<file path="config.mk">
export PLATFORM = sky130hd
export DESIGN_NAME = dateset_encoder
export DESIGN_NICKNAME = d
export VERILOG_FILES = /design/src/rtl/dateset_pkg.sv /design/src/rtl/dateset_field_ctr.sv /design/src/rtl/dateset_encoder.sv
export SDC_FILE = /design/constraint.sdc
export NUM_CORES = 1
export LEC_CHECK = 0
export BUFFER_PORTS_ARGS = -buffer_cell sky130_fd_sc_hd__buf_2
export CORE_MARGIN = 2
export CORE_UTILIZATION = 55
export CTS_CLUSTER_DIAMETER = 80
export CTS_CLUSTER_SIZE = 28
export DETAILED_ROUTE_END_ITERATION = 8
export HOLD_SLACK_MARGIN = 0.03
export PLACE_DENSITY = 0.76
export SYNTH_ARGS = -nofsm -noshare
export SYNTH_HDL_FRONTEND = slang
export SYNTH_SLANG_ARGS = --single-unit
</file>
<file path="constraint.sdc">
create_clock -name clk -period 7.1 [get_ports clk]
set_input_delay 1.42 -clock clk [delete_from_list [all_inputs] [get_ports clk]]
set_output_delay 1.42 -clock clk [all_outputs]
set_load 0.02 [all_outputs]
</file>
<file path="src/rtl/dateset_pkg.sv">
// dateset_pkg: shared types and helpers for the date-set encoder.
//   state_t     - encoder FSM states (fixed encodings for legacy compatibility)
//   FIELD_*     - edit_field output codes
//   month_len() - days in a month given the February length input;
//                 any feb_day other than 29 is treated as 28.
package dateset_pkg;

    typedef enum logic [2:0] {
        ST_IDLE       = 3'd0,
        ST_EDIT_MONTH = 3'd1,
        ST_EDIT_DAY   = 3'd2,
        ST_COMPUTE    = 3'd3,
        ST_LOAD       = 3'd4
    } state_t;

    localparam logic [1:0] FIELD_IDLE  = 2'b00;
    localparam logic [1:0] FIELD_MONTH = 2'b01;
    localparam logic [1:0] FIELD_DAY   = 2'b10;
    localparam logic [1:0] FIELD_BUSY  = 2'b11;

    function automatic logic [7:0] month_len(input logic [7:0] month,
                                             input logic [7:0] feb_day);
        logic [7:0] feb;
        feb = (feb_day == 8'd29) ? 8'd29 : 8'd28;
        case (month)
            8'd2:                     month_len = feb;
            8'd4, 8'd6, 8'd9, 8'd11:  month_len = 8'd30;
            default:                  month_len = 8'd31;
        endcase
    endfunction

endpackage

</file>
<file path="src/rtl/dateset_field_ctr.sv">
// dateset_field_ctr: wrapping up/down counter over 1..bound.
//   clk, reset  - clock, synchronous active-high reset (value -> 1)
//   inc, dec    - step up / down; wraps bound->1 and 1->bound
//   clamp       - limit value to bound (takes priority over inc/dec)
//   load        - load load_val (highest priority)
//   bound       - dynamic upper limit
//   value       - current count
module dateset_field_ctr #(
    parameter int unsigned W = 8
) (
    input  logic         clk,
    input  logic         reset,
    input  logic         inc,
    input  logic         dec,
    input  logic         clamp,
    input  logic         load,
    input  logic [W-1:0] load_val,
    input  logic [W-1:0] bound,
    output logic [W-1:0] value
);

    always_ff @(posedge clk) begin
        if (reset) begin
            value <= W'(1);
        end else if (load) begin
            value <= load_val;
        end else if (clamp) begin
            if (value > bound)
                value <= bound;
        end else if (inc) begin
            // >= so that a value left above a shrunken bound still wraps to 1
            value <= (value >= bound) ? W'(1) : value + W'(1);
        end else if (dec) begin
            value <= (value <= W'(1)) ? bound : value - W'(1);
        end
    end

endmodule

</file>
<file path="src/rtl/dateset_encoder.sv">
// dateset_encoder: month/day entry via button pulses, converted to a
// 1-based day-of-year count that presets the shared day counter.
//   clk, reset          - clock, synchronous active-high reset
//   btn_mode            - start / advance field / commit pulse
//   btn_inc, btn_dec    - increment / decrement current field pulses
//   feb_day             - February length (29, else treated as 28)
//   month_set, day_set  - field values being edited / last committed
//   edit_field          - 00 idle, 01 month, 10 day, 11 computing/loading
//   busy                - high while computing or loading
//   doy_out, doy_load   - day-of-year result and its one-cycle strobe
// Optional: define DATESET_TIMEOUT_EN to abandon an edit after TIMEOUT_CYC
// button-free cycles, restoring the last committed month/day.
module dateset_encoder
    import dateset_pkg::*;
#(
    parameter int unsigned MAX_MONTH   = 4,
    parameter int unsigned DOY_W       = 8,
    parameter int unsigned TIMEOUT_CYC = 50_000_000
) (
    input  logic             clk,
    input  logic             reset,
    input  logic             btn_mode,
    input  logic             btn_inc,
    input  logic             btn_dec,
    input  logic [7:0]       feb_day,
    output logic [7:0]       month_set,
    output logic [7:0]       day_set,
    output logic [1:0]       edit_field,
    output logic             busy,
    output logic [DOY_W-1:0] doy_out,
    output logic             doy_load
);

    state_t           state;
    logic [7:0]       idx;
    logic [DOY_W-1:0] acc;
    logic [7:0]       day_bound;
    logic [7:0]       idx_len;
    logic [7:0]       day_eff;
    logic             inc_ok;
    logic             dec_ok;
    logic             month_en;
    logic             day_en;
    logic             day_clamp;
    logic             restore;
    logic [7:0]       restore_month;
    logic [7:0]       restore_day;

    // Mode wins over inc/dec; inc and dec together cancel.
    assign inc_ok   = btn_inc & ~btn_dec & ~btn_mode;
    assign dec_ok   = btn_dec & ~btn_inc & ~btn_mode;
    assign month_en = (state == ST_EDIT_MONTH);
    assign day_en   = (state == ST_EDIT_DAY);

    assign day_bound = month_len(month_set, feb_day);
    assign idx_len   = month_len(idx, feb_day);

    // Day is clamped on entry to day editing and again on the first
    // compute cycle, so a feb_day change after editing is honoured.
    assign day_clamp = (month_en & btn_mode) |
                       ((state == ST_COMPUTE) && (idx == 8'd1));

    // The first compute cycle may also be the last (January), so the
    // clamped day is formed here rather than waiting for the register.
    always_comb begin
        day_eff = day_set;
        if ((idx == 8'd1) && (day_set > day_bound))
            day_eff = day_bound;
    end

`ifdef DATESET_TIMEOUT_EN
    logic [31:0] idle_cnt;
    logic [7:0]  commit_month;
    logic [7:0]  commit_day;
    logic        any_btn;

    assign any_btn = btn_mode | btn_inc | btn_dec;
    assign restore = (month_en | day_en) & ~any_btn &
                     (idle_cnt == 32'(TIMEOUT_CYC - 1));
    assign restore_month = commit_month;
    assign restore_day   = commit_day;

    always_ff @(posedge clk) begin
        if (reset) begin
            idle_cnt     <= '0;
            commit_month <= 8'd1;
            commit_day   <= 8'd1;
        end else begin
            if (state == ST_LOAD) begin
                commit_month <= month_set;
                commit_day   <= day_set;
            end
            if ((state == ST_IDLE) || any_btn || restore)
                idle_cnt <= '0;
            else if (month_en | day_en)
                idle_cnt <= idle_cnt + 32'd1;
        end
    end
`else
    assign restore       = 1'b0;
    assign restore_month = 8'd1;
    assign restore_day   = 8'd1;
`endif

    dateset_field_ctr #(.W(8)) u_month (
        .clk      (clk),
        .reset    (reset),
        .inc      (month_en & inc_ok),
        .dec      (month_en & dec_ok),
        .clamp    (1'b0),
        .load     (restore),
        .load_val (restore_month),
        .bound    (8'(MAX_MONTH)),
        .value    (month_set)
    );

    dateset_field_ctr #(.W(8)) u_day (
        .clk      (clk),
        .reset    (reset),
        .inc      (day_en & inc_ok),
        .dec      (day_en & dec_ok),
        .clamp    (day_clamp),
        .load     (restore),
        .load_val (restore_day),
        .bound    (day_bound),
        .value    (day_set)
    );

    always_ff @(posedge clk) begin
        if (reset) begin
            state   <= ST_IDLE;
            acc     <= '0;
            idx     <= 8'd1;
            doy_out <= DOY_W'(1);
        end else begin
            case (state)
                ST_IDLE: begin
                    if (btn_mode)
                        state <= ST_EDIT_MONTH;
                end
                ST_EDIT_MONTH: begin
                    if (restore)
                        state <= ST_IDLE;
                    else if (btn_mode)
                        state <= ST_EDIT_DAY;
                end
                ST_EDIT_DAY: begin
                    if (restore) begin
                        state <= ST_IDLE;
                    end else if (btn_mode) begin
                        state <= ST_COMPUTE;
                        acc   <= '0;
                        idx   <= 8'd1;
                    end
                end
                ST_COMPUTE: begin
                    if (idx < month_set) begin
                        acc <= acc + DOY_W'(idx_len);
                        idx <= idx + 8'd1;
                    end else begin
                        doy_out <= acc + DOY_W'(day_eff);
                        state   <= ST_LOAD;
                    end
                end
                ST_LOAD: state <= ST_IDLE;
                default: state <= ST_IDLE;
            endcase
        end
    end

    always_comb begin
        case (state)
            ST_IDLE:       edit_field = FIELD_IDLE;
            ST_EDIT_MONTH: edit_field = FIELD_MONTH;
            ST_EDIT_DAY:   edit_field = FIELD_DAY;
            default:       edit_field = FIELD_BUSY;
        endcase
    end

    assign busy     = (state == ST_COMPUTE) || (state == ST_LOAD);
    assign doy_load = (state == ST_LOAD);

endmodule

</file>
==> impl_metrics.ini, run 1 <==
[floorplanning]
ios = 41
die_x_microns = 80.7
start_util_pct = 57.7
rows = 27
die_y_microns = 80.7
die_area_sq_um = 6510
coreArea_sq_um = 5610

[pwr]
ir_drop_mv = 0.0833
power_density_nw_per_um2 = 152
leakagePower_nw = 1.47
power_mw = 0.548

[placement]
dp.cells = 508
pre_cts_ws_ps = 1780
gp_congestion = 0.883
io_buffers = 40
dp_hpwl_mm = 5.86
place_area_sq_um = 3470

[timing]
period_minus_slack_ps = 5000
hold_ws_ps = 475
setup_tns_ps = 0
skew_ps = 7.77
worst_slack_ps = 2100
relSlewSlack_pct = 44.1
hold_violations = 0
max_freq_mhz = 200
tightest_slew_ps = 835
setup_viol = 0
min_period_over_period_pct = 70.4
rsz0062_at_grt = no
slew_viol_final = 0

[setup_path]
regToRegEndpoint = doy_out[7]
crit_buf_inv = 1
cp.depth = 17
worstSetupStartpoint = feb_day[5]
crit_family = compound AO/OA/AOI/OAI gates
cp_max_fo = 6
crit_chain = buf_2 > nor4b_1 > nand4_1 > a32oi_1 > ha_1 > nor2_1 > a41oi_1 > o31ai_2 > nand3_1 > a21oi_1 > ha_1 > a21oi_1 > o211ai_1 > o21a_1 > o21a_1 > or3_1 > a31oi_1
worstSetupPathType = in -> reg
timing.rr.start = u_month.value[4]
end_kind = flop
worstRegToRegCells = 16
slowest_delay_ps = 370
crit_slowest_cell = a32oi_1
cp.arrival_ps = 5240
worstPathRequired_ps = 7340
regToRegSetupSlack_ps = 2520
worstSetupEndpoint = doy_out[7]
startpoint_type = primary input

[grt]
grt_pass1_wl_mm = 13.2
grt_overflow_total = 0
grt_pass1_vias = 2851
grt_usage_pct = 25.8
grt_max_degree = 33
antenna_found_initial = 0

[yosys]
synth-edff-count = 0
yosysSeqAreaShare_pct = 26.6
ys_ff_latch = 43
synth_cells = 410
synth_cell_type_count = 62
netlist_area_sq_um = 3240
synthFlopType = dfxtp_1
syn_area_per_cell_sq_um = 7.89
synth_nets = 454
synthArstFlopShare_pct = 0
synth_warnings = 0

[detailed_routing]
first_pass_iters = 5
num_vias = 3205
wl_mm = 7.94
drc = 0
wl_per_cell_microns = 15.4
drt_iter0_markers = 206
ant_nets = 0
via_per_inst = 6.21

[min_path]
min-delay-path-class = reg -> reg
min_from = doy_out[0]

[layout]
utilization_pct = 64.3
layoutNonFillerInstCount = 516
design_area_sq_um = 3600
insertedDiodeCount = 0
fin_nets = 487
drive_gt1_share_pct = 15.1
area_delta_synth_final_pct = 11.4

[clocking]
clkTransAtPathRegs_ps = 90
h-tree-depth = 2
cts_resized = 0
cts_tree = yes
cts-root-buf = clkbuf_8
cts_hold_buf = 0
clk_path_buf_depth = 2
clock-sinks = 43
cts_setup_buffers = 0
cts_inserted_buffers = 5
insertion_delay_ps = 300

[job]
cap_viol_max_count = 0

[run_status]
status = completed
-- power by group --
| group | switching (mW) | internal (mW) | leakage (nW) |
|---|---|---|---|
| Combinational | 0.0421 | 0.0236 | 1.05 |
| Clock | 0.0908 | 0.141 | 0.0654 |
| Sequential | 0.00669 | 0.245 | 0.347 |
-- cell families (layout without fill, tap and decap cells) --
kind of cell	count (synthesis)	after routing	synth area share (%)
compound gates	113	113	23.2
xor+xnor	10	10	2.71
fa+ha+maj	31	31	12.5
buf+inv	41	75	5.10
flops	43	43	26.6
mux	8	8	2.51
simple gates	164	164	27.5
-- metal layers --
layer / wire length, microns / vias to the layer above / track usage (%)
met2: 3560 / 134 / 41.2
met4: 154 / 0 / 10.0
li1: - / 1573 / -
met1: 3690 / 1475 / 33.8
met5: 0 / - / 0
met3: 539 / 23 / 5.73
-- state kept, by name, summed over array words and instances (netlist names) --
signal,cells
doy_out,8
acc,8
state,3
u_month.value,8
u_day.value,8
idx,8
-- worst min-delay path by stage --
| stage | slack [ps] | to | depth (start not counted) |
|---|---|---|---|
| after detailed placement | 460 | doy_out[0] | 2 |
| after global placement | 460 | doy_out[0] | 2 |
| after global routing | 520 | acc[0] | 2 |
| after CTS | 480 | doy_out[0] | 2 |
| after floorplan | 450 | acc[0] | 2 |
| final | 480 | doy_out[0] | 2 |
-- worst reg2reg max path: cells and delay by family, from the launching register on --
family                     cells  cell delay (ps)
and+or+nand+nor                5             1660
DFF                            1              390
adders and majority gates      2              620
AOI/OAI and AO/OA              9             1860
-- area by class of cell --
class,count,area (sq um)
sequential,43,861
clock buffer,6,72.6
inverter,26,97.6
tap,72,90.1
clock inverter,2,60.1
timing repair buffer,41,208
fill,530,2000
multi-input combinational,326,2210
-- synth_stat cells, types with 7 or more instances --
library cell  count  area (sq um)
or3_1            12          75.1
a21oi_1          35           175
dfxtp_1          43           861
mux2i_1           7          70.1
clkbuf_1         11          41.3
nand2_1          33           124
a211oi_1          7          52.6
nor3_1           12          60.1
o21ai_0          21           105
inv_1            26          97.6
nor2b_1           9          56.3
nand3_1          20           100
ha_1             29           363
or4_1             7          52.6
o211ai_1          9          67.6
nor2_1           31           116
-- cells in the final DEF (no fill, tap or decap), types with 3 or more instances in the layout --
cell	n
a21oi_1	35
nand2b_1	3
or3_1	12
a211oi_1	7
or2_2	4
xor2_1	5
o31ai_1	5
xnor2_1	5
mux2i_1	7
clkbuf_8	5
nand2_1	33
nand3_1	20
a31oi_1	4
nor3_2	3
and3_1	5
nor2b_1	9
o22ai_1	3
nor2_1	31
o21a_1	4
o211ai_1	9
buf_2	40
o21ai_0	21
nand4_1	6
ha_1	29
a221oi_1	3
or4_1	7
a41oi_1	3
and2_1	4
inv_1	26
dfxtp_1	43
nor3_1	12
Power figures use the tool's default switching activity.
==> run 2, diff against run 1 <==
==> constraint.sdc (replaced) <==
create_clock -name clk -period 4.8 [get_ports clk]
set_input_delay 0.96 -clock clk [delete_from_list [all_inputs] [get_ports clk]]
set_output_delay 0.96 -clock clk [all_outputs]
set_load 0.02 [all_outputs]
==> impl_metrics.ini, run 2 (synthesis results as in run 1) <==
[grt]
grt_pass1_vias = 2785
antenna_found_initial = 0
grt_pass1_wl_mm = 13.2
grt_max_degree = 33
grt_overflow_total = 0
grt_usage_pct = 25.5

[pwr]
p_seq_share_pct = 49.2
clkPwrFrac_pct = 37.8
ir_drop_mv = 0.133
power_density_nw_per_um2 = 210
leakagePower_nw = 1.46
power.switching_mw = 0.206
power_switching_share_pct = 27.3
comb_power_share_pct = 13.0
p_int_mw = 0.549

[placement]
dp_hpwl_mm = 5.82
pre_cts_ws_ps = 30.4
gp_congestion = 0.934
io_buffers = 40

[setup_path]
worstPathRequired_ps = 5040
worstSetupPathType = in -> reg
end_kind = flop
crit_family = compound AO/OA/AOI/OAI gates
crit_slowest_cell = fa_1
cp.arrival_ps = 4710
startpoint_type = primary input
crit_buf_inv = 1
crit_chain = buf_2 > nor4b_1 > nand4_1 > a32oi_1 > ha_1 > nor2_1 > a41oi_1 > o31ai_2 > nand3_1 > mux2_2 > ha_1 > fa_1 > a21oi_1 > o211ai_1 > a21oi_1 > xnor2_1 > mux2i_1 > nor2_1
cp_max_fo = 6
slowest_delay_ps = 400

[timing]
worst_slack_ps = 330
max_freq_mhz = 224
hold_violations = 0
skew_ps = 4.54
setup_tns_ps = 0
slew_viol_final = 0
min_period_over_period_pct = 93.1
period_minus_slack_ps = 4470
setup_viol = 0
relSlewSlack_pct = 39.6
rsz0062_at_grt = no
tightest_slew_ps = 900

[detailed_routing]
dr_wl_met2_mm = 3.67
via_per_inst = 6.22
drc = 0
wl_mm = 7.99
top_layer = met4
ant_nets = 0
drt-met1-wl_mm = 3.80
drt_iter0_markers = 372
num_vias = 3209
first_pass_iters = 5
routed-wl-met3_microns = 424
wl_per_cell_microns = 15.5

[clocking]
insertion_delay_ps = 300
cts_tree = yes
cts_hold_buf = 0
cts-root-buf = clkbuf_8
clk_path_buf_depth = 2
clock-sinks = 43
cts_inserted_buffers = 5
clkTransAtPathRegs_ps = 80
h-tree-depth = 2

[floorplanning]
die_area_sq_um = 6510
coreArea_sq_um = 5610
die_y_microns = 80.7
rows = 27
start_util_pct = 57.7
die_x_microns = 80.7
ios = 41

[run_status]
status = completed

[min_path]
min-delay-path-class = reg -> reg

[job]
cap_viol_max_count = 0

[layout]
fill_cells = 497
multiInputGateArea_sq_um = 2220
drive_gt1_share_pct = 15.8
fin_nets = 488
seqCellArea_sq_um = 861
insertedDiodeCount = 0
mostFrequentLayoutCells = 43 x dfxtp_1, 40 x buf_2, 34 x a21oi_1
area_delta_synth_final_pct = 11.1
final_common_cell = dfxtp_1
==> run 2: changes by cell type in the layout (fill, tap and decap cells not counted) <==
cell	previous run	this run
a21oi_1	35	34
a21oi_2	1	2
buf_4	1	2
bufinv_16	2	1
clkbuf_1	1	0
clkinvlp_4	0	1
nor3_1	12	11
nor3_2	3	4
==> run 2: stage by stage <==
stage	instances	total power [mW]	hold WS, ps	util [%]	area (sq um)
2_1_floorplan	410	0.448	453	-	3240
3_3_place_gp	509	0.474	463	62.0	3480
3_5_place_dp	509	0.476	455	62.0	3480
4_1_cts	516	0.757	477	63.9	3580
5_1_grt	516	0.787	502	64.1	3590
6_report	516	0.755	473	64.1	3590
==> run 2: worst reg2reg max path: stages (launching register included) <==
cell      delay, ps
dfxtp_1         370
or4_1           660
nor3_2          220
a32oi_1         160
ha_1            310
nor2_1          150
a41oi_1         140
o31ai_2         300
nand3_1         250
mux2_2          340
ha_1            210
fa_1            400
a21oi_1         200
o211ai_1        120
a21oi_1         180
xnor2_1         130
mux2i_1          90
nor2_1          110
==> run 2: power groups by stage <==
stage / logic (mW) / registers [mW] / clock network [mW]
finish: 0.0984 / 0.372 / 0.285
global route: 0.109 / 0.373 / 0.305
CTS: 0.0966 / 0.372 / 0.289
detailed placement: 0.0964 / 0.380 / 0
global placement: 0.0942 / 0.380 / 0
floorplan: 0.0699 / 0.379 / 0
==> run 2: worst paths after layout <==
| path | startpoint | endpoint | slack [ps] | depth (start not counted) |
|---|---|---|---|---|
| worst max-delay path | feb_day[5] | doy_out[6] | 330 | 18 |
| worst min-delay path | doy_out[0] | doy_out[0] | 470 | 2 |
| worst max register to register | u_month.value[7] | doy_out[6] | 390 | 17 |
| worst min register to register | doy_out[0] | doy_out[0] | 470 | 2 |
==> run 2: layout make-up <==
class | count | area share [%]
flip-flops and latches | 43 | 24.0
clock inverters | 2 | 1.04
repair buffers | 42 | 5.99
multi-input cells | 326 | 61.9
well taps | 72 | 2.51
inverters | 26 | 2.72
clock buffers | 5 | 1.92
==> run 2: layer usage <==
metal,global-route usage (%),vias to the layer above
li1,-,1578
met1,36.4,1511
met2,40.3,110
met3,3.15,10
met4,7.63,0
met5,0,-
==> run 2: repair_timing <==
action	in CTS	in global routing
setup buffers	0	0
endpoints found under the setup margin	0	2
resized for setup	0	2
